<file path="src/rtl/clock_set_ctrl_if.sv">
// Key/tick inputs and time/highlight outputs of the clock-setting controller.
// The bench drives through master; the controller uses slave.
interface clock_set_ctrl_if;
  logic       tick_1s;
  logic       key_mode;
  logic       key_inc;
  logic       key_dec;
  logic [4:0] hour;
  logic [5:0] minute;
  logic [5:0] second;
  logic [2:0] edit_sel;
  logic       blink;

  modport master (
    output tick_1s, key_mode, key_inc, key_dec,
    input  hour, minute, second, edit_sel, blink
  );

  modport slave (
    input  tick_1s, key_mode, key_inc, key_dec,
    output hour, minute, second, edit_sel, blink
  );
endinterface

</file>
<file path="src/rtl/clock_set_ctrl.sv">
// RUN/SET time-keeping controller: key press edges, hold-to-repeat stepping,
// hour/minute/second registers and edit-field blink for the VGA clock.
module clock_set_ctrl #(
  parameter int HOLD_T   = 25_000_000,
  parameter int REPEAT_T = 5_000_000,
  parameter int BLINK_T  = 12_500_000
) (
  input  logic              clk,
  input  logic              rst_n,
  clock_set_ctrl_if.slave   bus
);

  localparam int HOLD_W  = (HOLD_T  > 1) ? $clog2(HOLD_T)  : 1;
  localparam int BLINK_W = (BLINK_T > 1) ? $clog2(BLINK_T) : 1;
  localparam logic [HOLD_W-1:0]  HOLD_LAST   = HOLD_W'(HOLD_T - 1);
  localparam logic [HOLD_W-1:0]  HOLD_RELOAD = HOLD_W'(HOLD_T - REPEAT_T);
  localparam logic [BLINK_W-1:0] BLINK_LAST  = BLINK_W'(BLINK_T - 1);

  typedef enum logic [1:0] {RUN, SET_HOUR, SET_MIN, SET_SEC} state_e;

  state_e              state_q, state_d;
  logic [4:0]          hour_q, hour_d;
  logic [5:0]          minute_q, minute_d;
  logic [5:0]          second_q, second_d;
  logic                key_mode_dly_q, key_mode_dly_d;
  logic                key_inc_dly_q, key_inc_dly_d;
  logic                key_dec_dly_q, key_dec_dly_d;
  logic                arm_q, arm_d;
  logic [HOLD_W-1:0]   hold_cnt_q, hold_cnt_d;
  logic [BLINK_W-1:0]  blink_cnt_q, blink_cnt_d;
  logic                blink_q, blink_d;

  logic mode_press, inc_press, dec_press;
  logic inc_only, dec_only;
  logic step_up, step_dn;

  function automatic logic [5:0] wrap_inc(input logic [5:0] v, input logic [5:0] top);
    return (v == top) ? 6'd0 : v + 6'd1;
  endfunction

  function automatic logic [5:0] wrap_dec(input logic [5:0] v, input logic [5:0] top);
    return (v == 6'd0) ? top : v - 6'd1;
  endfunction

  always_comb begin
    state_d        = state_q;
    hour_d         = hour_q;
    minute_d       = minute_q;
    second_d       = second_q;
    key_mode_dly_d = bus.key_mode;
    key_inc_dly_d  = bus.key_inc;
    key_dec_dly_d  = bus.key_dec;
    arm_d          = arm_q;
    hold_cnt_d     = hold_cnt_q;
    blink_cnt_d    = blink_cnt_q;
    blink_d        = blink_q;
    step_up        = 1'b0;
    step_dn        = 1'b0;

    mode_press = key_mode_dly_q & ~bus.key_mode;
    inc_press  = key_inc_dly_q  & ~bus.key_inc;
    dec_press  = key_dec_dly_q  & ~bus.key_dec;
    inc_only   = ~bus.key_inc &  bus.key_dec;
    dec_only   =  bus.key_inc & ~bus.key_dec;

    if (mode_press) begin
      case (state_q)
        RUN:      state_d = SET_HOUR;
        SET_HOUR: state_d = SET_MIN;
        SET_MIN:  state_d = SET_SEC;
        default:  state_d = RUN;
      endcase
    end

    // Repeat is armed only by a fresh single-key press inside a set mode, so a
    // key still held across a mode change stays inert until re-pressed.
    if (state_q == RUN) begin
      arm_d      = 1'b0;
      hold_cnt_d = '0;
      if (bus.tick_1s) begin
        second_d = wrap_inc(second_q, 6'd59);
        if (second_q == 6'd59) begin
          minute_d = wrap_inc(minute_q, 6'd59);
          if (minute_q == 6'd59)
            hour_d = 5'(wrap_inc({1'b0, hour_q}, 6'd23));
        end
      end
    end else if (mode_press) begin
      arm_d      = 1'b0;
      hold_cnt_d = '0;
    end else if ((inc_press && inc_only) || (dec_press && dec_only)) begin
      arm_d      = 1'b1;
      hold_cnt_d = '0;
      step_up    = inc_press && inc_only;
      step_dn    = dec_press && dec_only;
    end else if (arm_q && (inc_only || dec_only)) begin
      if (hold_cnt_q == HOLD_LAST) begin
        hold_cnt_d = HOLD_RELOAD;
        step_up    = inc_only;
        step_dn    = dec_only;
      end else begin
        hold_cnt_d = hold_cnt_q + 1'b1;
      end
    end else begin
      arm_d      = 1'b0;
      hold_cnt_d = '0;
    end

    if (step_up) begin
      case (state_q)
        SET_HOUR: hour_d   = 5'(wrap_inc({1'b0, hour_q}, 6'd23));
        SET_MIN:  minute_d = wrap_inc(minute_q, 6'd59);
        SET_SEC:  second_d = wrap_inc(second_q, 6'd59);
        default:  ;
      endcase
    end else if (step_dn) begin
      case (state_q)
        SET_HOUR: hour_d   = 5'(wrap_dec({1'b0, hour_q}, 6'd23));
        SET_MIN:  minute_d = wrap_dec(minute_q, 6'd59);
        SET_SEC:  second_d = wrap_dec(second_q, 6'd59);
        default:  ;
      endcase
    end

    // Any edit activity restarts the blink phase visible so the field never
    // disappears right after the user touched it.
    if (state_d == RUN) begin
      blink_cnt_d = '0;
      blink_d     = 1'b0;
    end else if (mode_press || step_up || step_dn) begin
      blink_cnt_d = '0;
      blink_d     = 1'b1;
    end else if (blink_cnt_q == BLINK_LAST) begin
      blink_cnt_d = '0;
      blink_d     = ~blink_q;
    end else begin
      blink_cnt_d = blink_cnt_q + 1'b1;
    end
  end

  always_ff @(posedge clk or negedge rst_n) begin
    if (!rst_n) begin
      state_q        <= RUN;
      hour_q         <= '0;
      minute_q       <= '0;
      second_q       <= '0;
      key_mode_dly_q <= 1'b1;
      key_inc_dly_q  <= 1'b1;
      key_dec_dly_q  <= 1'b1;
      arm_q          <= 1'b0;
      hold_cnt_q     <= '0;
      blink_cnt_q    <= '0;
      blink_q        <= 1'b0;
    end else begin
      state_q        <= state_d;
      hour_q         <= hour_d;
      minute_q       <= minute_d;
      second_q       <= second_d;
      key_mode_dly_q <= key_mode_dly_d;
      key_inc_dly_q  <= key_inc_dly_d;
      key_dec_dly_q  <= key_dec_dly_d;
      arm_q          <= arm_d;
      hold_cnt_q     <= hold_cnt_d;
      blink_cnt_q    <= blink_cnt_d;
      blink_q        <= blink_d;
    end
  end

  always_comb begin
    case (state_q)
      SET_HOUR: bus.edit_sel = 3'b100;
      SET_MIN:  bus.edit_sel = 3'b010;
      SET_SEC:  bus.edit_sel = 3'b001;
      default:  bus.edit_sel = 3'b000;
    endcase
  end

  assign bus.hour   = hour_q;
  assign bus.minute = minute_q;
  assign bus.second = second_q;
  assign bus.blink  = blink_q;

endmodule

</file>
<file path="src/flat_wrapper.sv">
// flat-port wrapper written by rule: the top's interface ports become plain ports
module clock_set_ctrl_flat 
#(
  parameter int HOLD_T   = 25_000_000,
  parameter int REPEAT_T = 5_000_000,
  parameter int BLINK_T  = 12_500_000
)
  (clk, rst_n, bus_tick_1s, bus_key_mode, bus_key_inc, bus_key_dec, bus_hour, bus_minute, bus_second, bus_edit_sel, bus_blink);
  clock_set_ctrl_if bus_i ();
  input  logic clk;
  input  logic rst_n;
  input wire logic [$bits(bus_i.tick_1s)-1:0] bus_tick_1s;
  input wire logic [$bits(bus_i.key_mode)-1:0] bus_key_mode;
  input wire logic [$bits(bus_i.key_inc)-1:0] bus_key_inc;
  input wire logic [$bits(bus_i.key_dec)-1:0] bus_key_dec;
  output wire logic [$bits(bus_i.hour)-1:0] bus_hour;
  output wire logic [$bits(bus_i.minute)-1:0] bus_minute;
  output wire logic [$bits(bus_i.second)-1:0] bus_second;
  output wire logic [$bits(bus_i.edit_sel)-1:0] bus_edit_sel;
  output wire logic [$bits(bus_i.blink)-1:0] bus_blink;
  assign bus_i.tick_1s = bus_tick_1s;
  assign bus_i.key_mode = bus_key_mode;
  assign bus_i.key_inc = bus_key_inc;
  assign bus_i.key_dec = bus_key_dec;
  assign bus_hour = bus_i.hour;
  assign bus_minute = bus_i.minute;
  assign bus_second = bus_i.second;
  assign bus_edit_sel = bus_i.edit_sel;
  assign bus_blink = bus_i.blink;
  clock_set_ctrl #(.HOLD_T(HOLD_T), .REPEAT_T(REPEAT_T), .BLINK_T(BLINK_T)) u_core (.clk(clk), .rst_n(rst_n), .bus(bus_i));
endmodule
</file>
<file path="config.mk">
export PLATFORM = sky130hd
export DESIGN_NAME = clock_set_ctrl_flat
export DESIGN_NICKNAME = d
export VERILOG_FILES = /design/src/rtl/clock_set_ctrl_if.sv /design/src/rtl/clock_set_ctrl.sv /design/src/flat_wrapper.sv
export SDC_FILE = /design/constraint.sdc
export NUM_CORES = 1
export LEC_CHECK = 0
export BUFFER_PORTS_ARGS = -buffer_cell sky130_fd_sc_hd__buf_2
export CORE_MARGIN = 4
export CORE_UTILIZATION = 60
export DETAILED_ROUTE_END_ITERATION = 16
export MAX_ROUTING_LAYER = met4
export PLACE_DENSITY = 0.79
export SLEW_MARGIN = 20
export SYNTH_ARGS = -nofsm -noshare
export SYNTH_HDL_FRONTEND = slang
export SYNTH_SLANG_ARGS = --single-unit
</file>
<file path="constraint.sdc">
create_clock -name clk -period 2.7 [get_ports clk]
set_clock_uncertainty 0.05 [all_clocks]
set_input_delay 0 -clock clk [delete_from_list [all_inputs] [get_ports clk]]
set_output_delay 0 -clock clk [all_outputs]
set_load 0.02 [all_outputs]
</file>
Word level (Yosys, flattened, before mapping)
Index checks and enable logic that the tools add are counted.
{"block": "totals", "regBits": 73, "inputBits": 6}
{"block": "classes", "eq_ne": 9, "muxes": 55, "reduce_logical": 13, "n_bitwise": 9, "add_sub_neg": 8}
{"op": "$mux W25", "count": 5}
{"op": "$mux W6", "count": 17}
{"op": "$mux W24", "count": 3}
{"op": "$mux W5", "count": 10}
{"op": "$add A25 B1 Y25 const B", "count": 1}
{"op": "$eq A25 B25 Y1 const B", "count": 1}
{"op": "$add A24 B1 Y24 const B", "count": 1}
{"op": "$eq A24 B24 Y1 const B", "count": 1}
{"op": "$mux W1", "count": 17}
{"op": "$add A6 B1 Y6 const B", "count": 2}
{"op": "$eq A6 B6 Y1 const B", "count": 2}
{"op": "$logic_not A6 Y1", "count": 2}
{"op": "$sub A6 B1 Y6 const B", "count": 2}
{"op": "$pmux W3 S3", "count": 1}
{"op": "$pmux W2 S3", "count": 1}
{"op": "$add A5 B1 Y5 const B", "count": 1}
{"op": "$and A1 B1 Y1", "count": 5}
{"op": "$eq A5 B5 Y1 const B", "count": 1}
{"op": "$logic_not A5 Y1", "count": 1}
{"op": "$sub A5 B1 Y5 const B", "count": 1}
{"op": "$eq A2 B2 Y1 const B", "count": 2}
{"op": "$logic_not A2 Y1", "count": 2}
{"op": "$logic_or A1 B1 Y1", "count": 4}
{"op": "$ne A4 B1 Y1 const B", "count": 1}
{"op": "5 further kinds", "count": 10}

Longest topological paths before layout
Gate-level depths: netlist of the first run.
{"block": "logic_depth", "ltp_word": 12, "depth_mapped": 10}

Worst setup path before layout of the first run
No wires, ideal clock.
{"block": "synth_timing", "path_type": "register to register", "start": "register u_core.second_q[0], in the netlist u_core.bus.second[0]", "end": "register u_core.minute_q[1], in the netlist u_core.bus.minute[1]", "path_buffers": 1, "arrival_time_ps": 2120, "setup_slack_ps": 452, "required_time_ps": 2572, "path_stages_with_launch": 8, "cell_sequence": "dfrtp_1 -> ha_1 -> nand4_1 -> nor2b_1 -> clkbuf_1 -> mux2_2 -> mux2_4 -> a21oi_1"}
{"block": "synth_between", "elab_chain_cells": 7, "word_cells_on_any_way": 8, "cone_classes": "eq/ne: 1; mux: 7"}
{"element": "start: declaration", "line": "clock_set_ctrl.sv:24", "text": "logic [5:0] second_q, second_d;"}
{"element": "start signal: assignment", "line": "clock_set_ctrl.sv:158", "text": "second_q <= second_d;"}
{"element": "$eq A6 B6 Y1 (*)", "line": "clock_set_ctrl.sv:82", "text": "if (second_q == 6'd59) begin"}
{"element": "$mux W6 (*)", "line": "clock_set_ctrl.sv:82"}
{"element": "$mux W6 (*)", "line": "clock_set_ctrl.sv:80", "text": "if (bus.tick_1s) begin"}
{"element": "$mux W6 (*)", "line": "clock_set_ctrl.sv:77", "text": "if (state_q == RUN) begin"}
{"element": "$mux W6", "line": "clock_set_ctrl.sv:117", "text": "case (state_q)"}
{"element": "$mux W6", "line": "clock_set_ctrl.sv:116", "text": "end else if (step_dn) begin"}
{"element": "$mux W6 (*)", "line": "clock_set_ctrl.sv:109", "text": "if (step_up) begin"}
{"element": "named net u_core.minute_d[1]", "line": "clock_set_ctrl.sv:23", "text": "logic [5:0] minute_q, minute_d;"}
{"element": "end signal: assignment", "line": "clock_set_ctrl.sv:157", "text": "minute_q <= minute_d;"}
{"element": "end: declaration", "line": "clock_set_ctrl.sv:23"}
The timed path passes the listed nets; every way through them passes the cells marked *.
A chain may end at the register's enable or synchronous reset.

Worst setup path after layout of the first run
{"block": "layout_timing", "start": "register u_core.hold_cnt_q[0]", "end": "register u_core.minute_q[5], in the netlist u_core.bus.minute[5]"}
{"block": "layout_between", "elab_chain_cells": 8, "word_cells_on_any_way": 13, "cone_classes": "eq/ne: 1; mux: 12"}
{"element": "start: declaration", "line": "clock_set_ctrl.sv:29", "text": "logic [HOLD_W-1:0] hold_cnt_q, hold_cnt_d;"}
{"element": "start signal: assignment", "line": "clock_set_ctrl.sv:163", "text": "hold_cnt_q <= hold_cnt_d;"}
{"element": "$eq A25 B25 Y1 (*)", "line": "clock_set_ctrl.sv:97", "text": "if (hold_cnt_q == HOLD_LAST) begin"}
{"element": "$mux W1", "line": "clock_set_ctrl.sv:97"}
{"element": "$mux W1", "line": "clock_set_ctrl.sv:96", "text": "end else if (arm_q && (inc_only || dec_only)) begin"}
{"element": "$mux W1", "line": "clock_set_ctrl.sv:91", "text": "end else if ((inc_press && inc_only) || (dec_press && dec_only)) begin"}
{"element": "$mux W1", "line": "clock_set_ctrl.sv:88", "text": "end else if (mode_press) begin"}
{"element": "$mux W1", "line": "clock_set_ctrl.sv:77"}
{"element": "$mux W6", "line": "clock_set_ctrl.sv:116"}
{"element": "$mux W6 (*)", "line": "clock_set_ctrl.sv:109"}
{"element": "named net u_core.minute_d[5]", "line": "clock_set_ctrl.sv:23"}
Marked as above.

==> impl.org, run 1 <==
** Timing
- Period utilisation layout :: 91.67%
- The worst pin sits at a relative slew slack of 44.64%.
- The final count of pins violating max slew was 0.
- For this run, the top clock speed supported by timing is 404.0 MHz.
- Endpoints failing hold :: 0
- Setup repair after global routing left no endpoint under its margin.
- Fin Setup TNS :: 0 ns
- At the pin with the least slew margin, the transition time is 0.8305 ns.
- The worst path meets setup with 0.2250 ns of slack.
- The clock period could shrink to 2.475 ns.
- Setup violations remaining at the end of the flow were counted as 0.

** CTS
- Post-cts resize count :: 0
- Number of levels the H-tree was split into :: 3
- TritonCTS built the clock tree.
- Clock tree synthesis selected as its root buffer the cell sky130_fd_sc_hd__clkbuf_8.
- For this design, the CTS-stage hold fixing added 4 buffers.
- CTS sink cnt :: 73
- TritonCTS Buffers :: 9
- After clock tree synthesis, the setup repair step added 0 buffers.
- Clock latency reported for the late side of the worst-skew pair :: 0.35 ns
- Clock-pin slew reported for the worst setup and hold paths after clock tree synthesis :: 0.08 ns
- No sink is reached through more buffers than the 2 on the longest clock path.

** Power
- Net switching share of the total power :: 40.58%
- The internal power of the cells totals 2.470 mW.
- Power density normalized to cell area :: 791.0 mW/mm^2
- Switch Pwr :: 1.687 mW
- Clock group share of total power :: 22.8%
- In this run, the combinational gates consume 41.1% of the power.
- Worst-case vdd ir drop :: 0.0003445 V
- In this run the static leakage power is 2.268 nW.
- Of the total power, registers draw 36.1%.

** Place
- Detailed placement ended at an HPWL of 7533 um.
- Timing analysis after detailed placement gives a worst setup slack of 0.2874 ns.
- Routability-driven placement finished with a final weighted congestion of 0.9599.
- In this run the tool buffered the top-level ports with 26 buffer cells.
- Cell Area, Placed :: 0.005004 mm^2

** Finish
- 0 antenna diodes ended up in the layout.
- The final layout contains 590 nets.
- Leaving out fill and tap cells, the most frequent cell in the layout is sky130_fd_sc_hd__nor2_1.
- Synth-to-layout area growth :: 11.50%
- Cells with a size suffix above 1 make up 13.29% of the layout.
- In the layout the commonest cells are sky130_fd_sc_hd__nor2_1, sky130_fd_sc_hd__dfrtp_1, sky130_fd_sc_hd__nand2_1.
- Counting the fill cells in the layout gives 640.
- Register area :: 0.001831 mm^2
- Post-layout instance area :: 0.005254 mm^2
- The multi-input combinational cells in the finished layout cover a total of 0.002710 mm^2.

** Die
- Once the floorplan was initialized, standard cells occupied 61.30% of the core.
- Number of top-level pins :: 27
- The die covers 0.009335 mm^2.
- Chip Height :: 96.62 um
- Row Count :: 32
- The die is 96.62 um wide.
- After floorplanning, the core was sized to cover 0.007687 mm^2.

** Run
- Across the run, the number of max-cap violations was 0.

** Logic synthesis
- During synthesis, Yosys emitted a total of 0 warnings.
- Proportion of synthesized chip area in sequential cells :: 38.85%
- Ys flop type :: sky130_fd_sc_hd__dfrtp_1
- Summed instance area of the synthesized netlist :: 0.004712 mm^2
- The synthesized design contains 0 enable-type register cells.
- Synthesis produced a netlist with a net count of 556.
- Post-synth ARST share :: 100.0%
- Average footprint of a synthesized cell :: 8.824 um^2
- Number of instances in the synthesized netlist :: 534
- #FFs+latches synth :: 73
- Count of unique library cells instantiated by Yosys :: 73

** Worst setup path
- Of all nets on the critical path, the largest fanout is 6.
- The worst setup path is launched from a flip-flop.
- Arrival time reported for the critical path endpoint :: 2.68 ns
- Worst setup path class :: flip-flop to flip-flop
- On the critical path the largest part of the delay comes from simple AND/OR/NAND/NOR gates.
- CP Cell Sequence :: ha_1 -> and2_1 -> nor4bb_1 -> and4_4 -> or2_1 -> buf_4 -> a221oi_1 -> o31ai_2
- The largest single stage delay on the critical path is 0.44 ns.
- Among all stages on the critical path, the largest delay is contributed by sky130_fd_sc_hd__nor4bb_1.
- For the worst setup path, the data required time is 2.90 ns.
- Counting both buffers and inverters, the worst setup path holds a total of 1.
- STA classifies the critical path endpoint as a flip-flop.

** GRT
- Global Route Usage Sum :: 24.15%
- First-pass GRT wire length :: 18500 um
- Number of antenna violations at the first check in global routing :: 0
- Overflow after GRT :: 0
- Via count of the first global-routing pass :: 3881
- Largest net degree at the start of global routing :: 40

** Routing
- The first detailed-routing pass ran for 5 iterations.
- Residual antenna-violating net count after detailed routing :: 0
- The routed layout has 3992 vias.
- Post-detailed-routing wire length :: 10620 um
- In the final routed layout, each cell accounts on average for 15.75 um.
- Using the TritonRoute via totals, the vias-per-cell ratio works out to 5.923.
- After the first detailed-routing iteration, the DRC count stood at 177.
- Residual DRC count :: 0

** Outcome
- Outcome :: finished, final reports clean

** Hold path
- In this run the worst hold path is classified as input pin to flip-flop.
## cell usage after synthesis (3+ instances only)
cell / count / area (um^2)
sky130_fd_sc_hd__and3_1: 14 / 87.58
sky130_fd_sc_hd__inv_1: 20 / 75.07
sky130_fd_sc_hd__and2_1: 5 / 31.28
sky130_fd_sc_hd__o211ai_1: 6 / 45.04
sky130_fd_sc_hd__nor4_1: 5 / 31.28
sky130_fd_sc_hd__nand4_1: 12 / 75.07
sky130_fd_sc_hd__nor2_1: 71 / 266.5
sky130_fd_sc_hd__nand2b_1: 8 / 50.05
sky130_fd_sc_hd__dfstp_2: 3 / 78.83
sky130_fd_sc_hd__nor3_1: 18 / 90.09
sky130_fd_sc_hd__ha_1: 16 / 200.2
sky130_fd_sc_hd__clkbuf_1: 16 / 60.06
sky130_fd_sc_hd__o21ai_0: 22 / 110.1
sky130_fd_sc_hd__nand2_1: 51 / 191.4
sky130_fd_sc_hd__a31oi_1: 3 / 18.77
sky130_fd_sc_hd__xor2_1: 32 / 280.3
sky130_fd_sc_hd__xnor2_1: 18 / 157.7
sky130_fd_sc_hd__nor2b_1: 5 / 31.28
sky130_fd_sc_hd__dfrtp_1: 70 / 1752
sky130_fd_sc_hd__a21oi_1: 22 / 110.1
sky130_fd_sc_hd__nand3_1: 25 / 125.1
sky130_fd_sc_hd__mux2_2: 3 / 33.78
sky130_fd_sc_hd__mux2i_1: 12 / 120.1
sky130_fd_sc_hd__nand3b_1: 5 / 37.54
sky130_fd_sc_hd__nor3b_1: 3 / 22.52
sky130_fd_sc_hd__or3_1: 6 / 37.54
sky130_fd_sc_hd__a211oi_1: 4 / 30.03
## tightest hold or removal path: cells and delay by family
family                 cells  cell delay [ns]
AOI/OAI and AO/OA          2             0.18
buffers and inverters      1             0.12
and+or+nand+nor            2             0.26
## final cells by class
class | count | area share [%]
multi-input combinational | 420 | 51.58
sequential | 73 | 34.84
timing repair buffer | 44 | 5.716
clock buffer | 12 | 2.763
tap | 102 | 2.429
inverter | 20 | 1.429
clock inverter | 3 | 1.238
## path summary, 6_finish.rpt
path                                       start                     to  slack, ns  depth (start not counted)
setup reg to reg            u_core.hold_cnt_q[0]   u_core.bus.minute[5]       0.22                          8
min in group asynchronous                  rst_n   u_core.hold_cnt_q[4]       0.23                          2
hold / removal                       bus_tick_1s   u_core.bus.second[1]       0.20                          5
setup / recovery            u_core.hold_cnt_q[0]   u_core.bus.minute[5]       0.22                          8
hold reg to reg            u_core.blink_cnt_q[0]  u_core.blink_cnt_q[0]       0.41                          1
max in group asynchronous                  rst_n  u_core.key_mode_dly_q       1.61                          3
## state kept, by name (all words and copies together) (netlist names)
| register | count |
|---|---|
| u_core.hold_cnt_q | 25 |
| u_core.blink_cnt_q | 24 |
| u_core.bus.blink | 1 |
| u_core.bus.hour | 5 |
| u_core.key_inc_dly_q | 1 |
| u_core.key_dec_dly_q | 1 |
| u_core.bus.minute | 6 |
| u_core.bus.second | 6 |
| u_core.arm_q | 1 |
| u_core.key_mode_dly_q | 1 |
| u_core.state_q | 2 |
## stage by stage
stage | power, mW | std cells | hold WS (ns) | util [%]
2_1_floorplan | 2.738 | 534 | -0.3456 | -
3_3_place_gp | 3.134 | 655 | 0.08222 | 65.09
3_5_place_dp | 3.202 | 655 | 0.08455 | 65.09
4_1_cts | 4.165 | 674 | 0.1832 | 68.34
5_1_grt | 4.418 | 674 | 0.2419 | 68.34
6_report | 4.156 | 674 | 0.1979 | 68.34
## power by group through the flow
stage          logic [mW]  registers, mW  clock network [mW]
2_1_floorplan        1.20           1.54                   0
3_3_place_gp         1.64           1.50                   0
3_5_place_dp         1.68           1.52                   0
4_1_cts              1.70           1.50               0.969
5_1_grt              1.88           1.54                1.01
6_report             1.71           1.50               0.947
## layer usage
metal	wire, um	vias up	GRT usage, %
met5	0	-	-
met4	204	0	8.099
met3	511	22	4.182
met2	5144	112	38.32
met1	4755	1908	31.60
li1	-	1950	-
## cells by family (layout without fill, tap and decap cells)
group | count (synthesis) | count (layout) | share of synthesized area (%)
and+or+nand+nor | 246 | 246 | 26.74
adders and majority gates | 16 | 16 | 4.248
DFF | 73 | 73 | 38.85
buffers and inverters | 41 | 79 | 3.638
xor gates and xnor gates | 50 | 50 | 9.294
muxes | 17 | 17 | 3.903
AOI/OAI and AO/OA | 91 | 91 | 13.33
Power figures use the tool's default switching activity.
==> inputs of run 2 (changes only) <==
--- a/config.mk
+++ b/config.mk
@@ -10,7 +10,7 @@
 export CORE_UTILIZATION = 60
 export DETAILED_ROUTE_END_ITERATION = 16
 export MAX_ROUTING_LAYER = met4
-export PLACE_DENSITY = 0.79
+export PLACE_DENSITY = 0.78
 export SLEW_MARGIN = 20
 export SYNTH_ARGS = -nofsm -noshare
 export SYNTH_HDL_FRONTEND = slang
==> run 2 against run 1 <==
  * Non-clock buffer count unchanged
  * Via count increased by 2.1%
  * Combinational power about the same
  * Fmax decreased by 0.32%
  * Die area unchanged
  * Worst hold slack improved by 0.020 ns
  * Final cell count increased by 0.15%
  * Design area decreased by 0.76%
  * First-iteration DRC count increased by 11%
  * Global-route usage increased by 0.12 points
  * Routed wire length increased by 0.12%
  * Core utilization decreased by 0.52 points
==> impl.org, run 2 (synthesized netlist as in run 1, its figures left out) <==
** Outcome
- The flow ran to the end, and the final reports show no timing, DRC or antenna violations.

** Worst setup path
- The register-to-register setup slack came to 0.22 ns (about the same).
- Endpoint type of the worst setup path :: flip-flop
- Arrival time reported for the critical path endpoint :: 2.70 ns (+0.02 ns)
- In this run the critical register-to-register path is launched from u_core.hold_cnt_q[0].
- Launching element of the worst setup path :: u_core.hold_cnt_q[0]
- Worst setup path class :: flip-flop to flip-flop
- Critical path launch point type :: flip-flop
- Worst endpoint required time :: 2.92 ns (+0.02 ns)
- Worst-path maximum fanout :: 6 (unchanged)

** Power
- The overall power was 3.987 mW (-4.1%).
- The largest vdd supply drop is 0.0003484 V (+1.1%).
- Power density normalized to cell area :: 764.6 mW/mm^2 (-3.3%)
- Leakage Power :: 2.243 nW (-1.1%)

** GRT
- Largest net degree at the start of global routing :: 42 (+5.0%)
- Number of antenna violations at the first check in global routing :: 0 (unchanged)
- The sum of overflow across all layers after global routing is 0 (unchanged).
- The total global routing track utilization came to 24.27% (+0.12 points).
- Via count of the first global-routing pass :: 4084 (+5.2%)
- The first-pass GRT wire length was 18620 um (+0.68%).

** Timing
- The final count of pins violating max slew came to 0 (unchanged).
- Headroom to the max-slew limit :: 45.67% (+1.0 points)
- Endpoints failing hold :: 0 (unchanged)
- Fin Setup TNS :: 0 ns (unchanged)
- Transition time of the tightest slew-check pin :: 0.8149 ns (-0.01558 ns)
- Post-layout min period :: 2.483 ns (+0.007837 ns)
- The final critical-path share of the clock period is 91.96% (+0.29 points).
- Setup Viol. Count Final :: 0 (unchanged)
- The final hold slack came to 0.2176 ns (+0.01967 ns).
- The maximum clock frequency came to 402.8 MHz (-0.32%).
- Setup repair after global routing left no endpoint under its margin.

** Routing
- Average wire per cell in the routed design :: 15.75 um (about the same)
- Post-detailed-routing wire length :: 10630 um (+0.12%)
- Met3 WL :: 479 um (-6.3%)
- Wl on met1 :: 4664 um (-1.9%)
- Residual antenna-violating net count after detailed routing :: 0 (unchanged)
- The total vias in the final route came to 4074 (+2.1%).
- The highest layer touched by signal routing is met4.
- The vias per cell is 6.036 (+1.9%).
- Detailed Routing Iterations Pass 1 :: 6 (+1)
- Routed met2 length :: 5286 um (+2.8%)
- Detailed Route Iter0 Violations :: 197 (+11%)
- Residual DRC count :: 0 (unchanged)

** Finish
- Max reg flops :: 25 (unchanged)
- The fraction of layout instances using a drive strength above 1 came to 13.79% (+0.50 points).
- Biggest registers after layout :: u_core.hold_cnt_q x25, u_core.blink_cnt_q x24
- Synth-to-layout area growth :: 10.65%
- Commonest cells after routing, fill and taps aside :: sky130_fd_sc_hd__nor2_1, sky130_fd_sc_hd__dfrtp_1, sky130_fd_sc_hd__nand2_1
- Antenna cell count :: 0 (unchanged)
- The final design instance area without fill is 0.005214 mm^2 (-0.76%).
- Counting flops per register, the top entry is u_core.hold_cnt_q.
- The library cell used most frequently in the layout, excluding fill and tap cells, is sky130_fd_sc_hd__nor2_1.
- The number of nets in the finished design came to 590 (unchanged).

** CTS
- Longest Clk Path Bufs :: 2 (unchanged)
- Post-cts resize count :: 0 (unchanged)
- The latest clock arrival within the worst-skew pair is 0.35 ns (about the same).
- The count of clock tree sinks was 73 (unchanged).
- TritonCTS clock tree :: yes
- Number of levels the H-tree was split into :: 3 (unchanged)
- The clock-pin slew on the worst setup and hold paths came to 0.08 ns (about the same).
- Buffer cell driving the clock tree root :: sky130_fd_sc_hd__clkbuf_8
- The total clock buffers created by CTS was 9 (unchanged).

** Place
- Final HPWL DP :: 7634 um (+1.4%)
- Cell Area, Placed :: 0.005004 mm^2 (unchanged)
- Gpl congestion :: 0.9642 (+0.45%)
- Port Buffers :: 26 (unchanged)

** Die
- Number of top-level pins :: 27 (unchanged)
- Row Count :: 32 (unchanged)
- Initial standard-cell utilization of the core :: 61.30% (unchanged)
- Die W :: 96.62 um (unchanged)
- The die outline height came to 96.62 um (unchanged).
- Die area :: 0.009335 mm^2 (unchanged)
- The core region area was 0.007687 mm^2 (unchanged).

** Run
- Number of maximum-capacitance constraint violations :: 0 (unchanged)

** Hold path
- The min-delay analysis places its worst path in the category input pin to async pin.
==> run 2: cell count changes in the layout (fill, tap and decap cells not counted) <==
cell                         delta
sky130_fd_sc_hd__clkinv_2       +2
sky130_fd_sc_hd__bufinv_16      -2
sky130_fd_sc_hd__clkbuf_8       -1
sky130_fd_sc_hd__clkbuf_1       -2
sky130_fd_sc_hd__clkinvlp_4     +3
sky130_fd_sc_hd__inv_6          +1
==> run 2: routing by layer <==
layer | up-vias | GRT usage, %
met5 | - | -
met4 | 0 | 10.15
met3 | 24 | 4.758
met2 | 113 | 40.23
met1 | 1978 | 28.96
li1 | 1959 | -
==> run 2: final timing paths <==
kind,endpoint,depth (start not counted)
min in group clk,u_core.bus.second[1],5
worst max register to register,u_core.bus.second[5],8
worst min-delay path,u_core.bus.minute[5],2
max in group asynchronous,u_core.key_mode_dly_q,3
worst max-delay path,u_core.bus.second[5],8
worst min register to register,u_core.blink_cnt_q[0],1
==> run 2: area by class of cell <==
| class | count | area [um^2] |
|---|---|---|
| clock buffer | 9 | 123.9 |
| clock inverter | 7 | 46.29 |
| fill | 648 | 2474 |
| inverter | 20 | 75.07 |
| multi-input combinational | 420 | 2710 |
| sequential | 73 | 1831 |
| tap | 102 | 127.6 |
| timing repair buffer | 44 | 300.3 |
==> run 2: power breakdown <==
group / internal (mW) / switching [mW]
clock network: 0.331 / 0.443
registers: 1.24 / 0.255
logic: 0.688 / 1.03
total: 2.26 / 1.73
==> run 2: worst max-delay path, cell delays in order, from the launching register on <==
cell and delay (ns):
sky130_fd_sc_hd__dfrtp_1 0.41, sky130_fd_sc_hd__ha_1 0.22, sky130_fd_sc_hd__and2_1 0.18, sky130_fd_sc_hd__nor4bb_1 0.49, sky130_fd_sc_hd__and4_4 0.39, sky130_fd_sc_hd__or2_1 0.17
sky130_fd_sc_hd__buf_4 0.18, sky130_fd_sc_hd__a221oi_2 0.08, sky130_fd_sc_hd__o31ai_2 0.24
==> run 2: timing repair <==
action | 4_1_cts | 5_1_grt
setup buffers | 0 | 0
hold buffers | 4 | 0
hold endpoints to repair | 35 | 0
==> run 2: through the flow <==
stage	utilization, %	setup WS, ns	std cells
detailed placement	65.09	0.2191	655
floorplan	-	0.4520	534
global route	67.82	0.03045	675
CTS	67.82	0.1974	675
global placement	65.09	0.3639	655
finish	67.82	0.2171	675
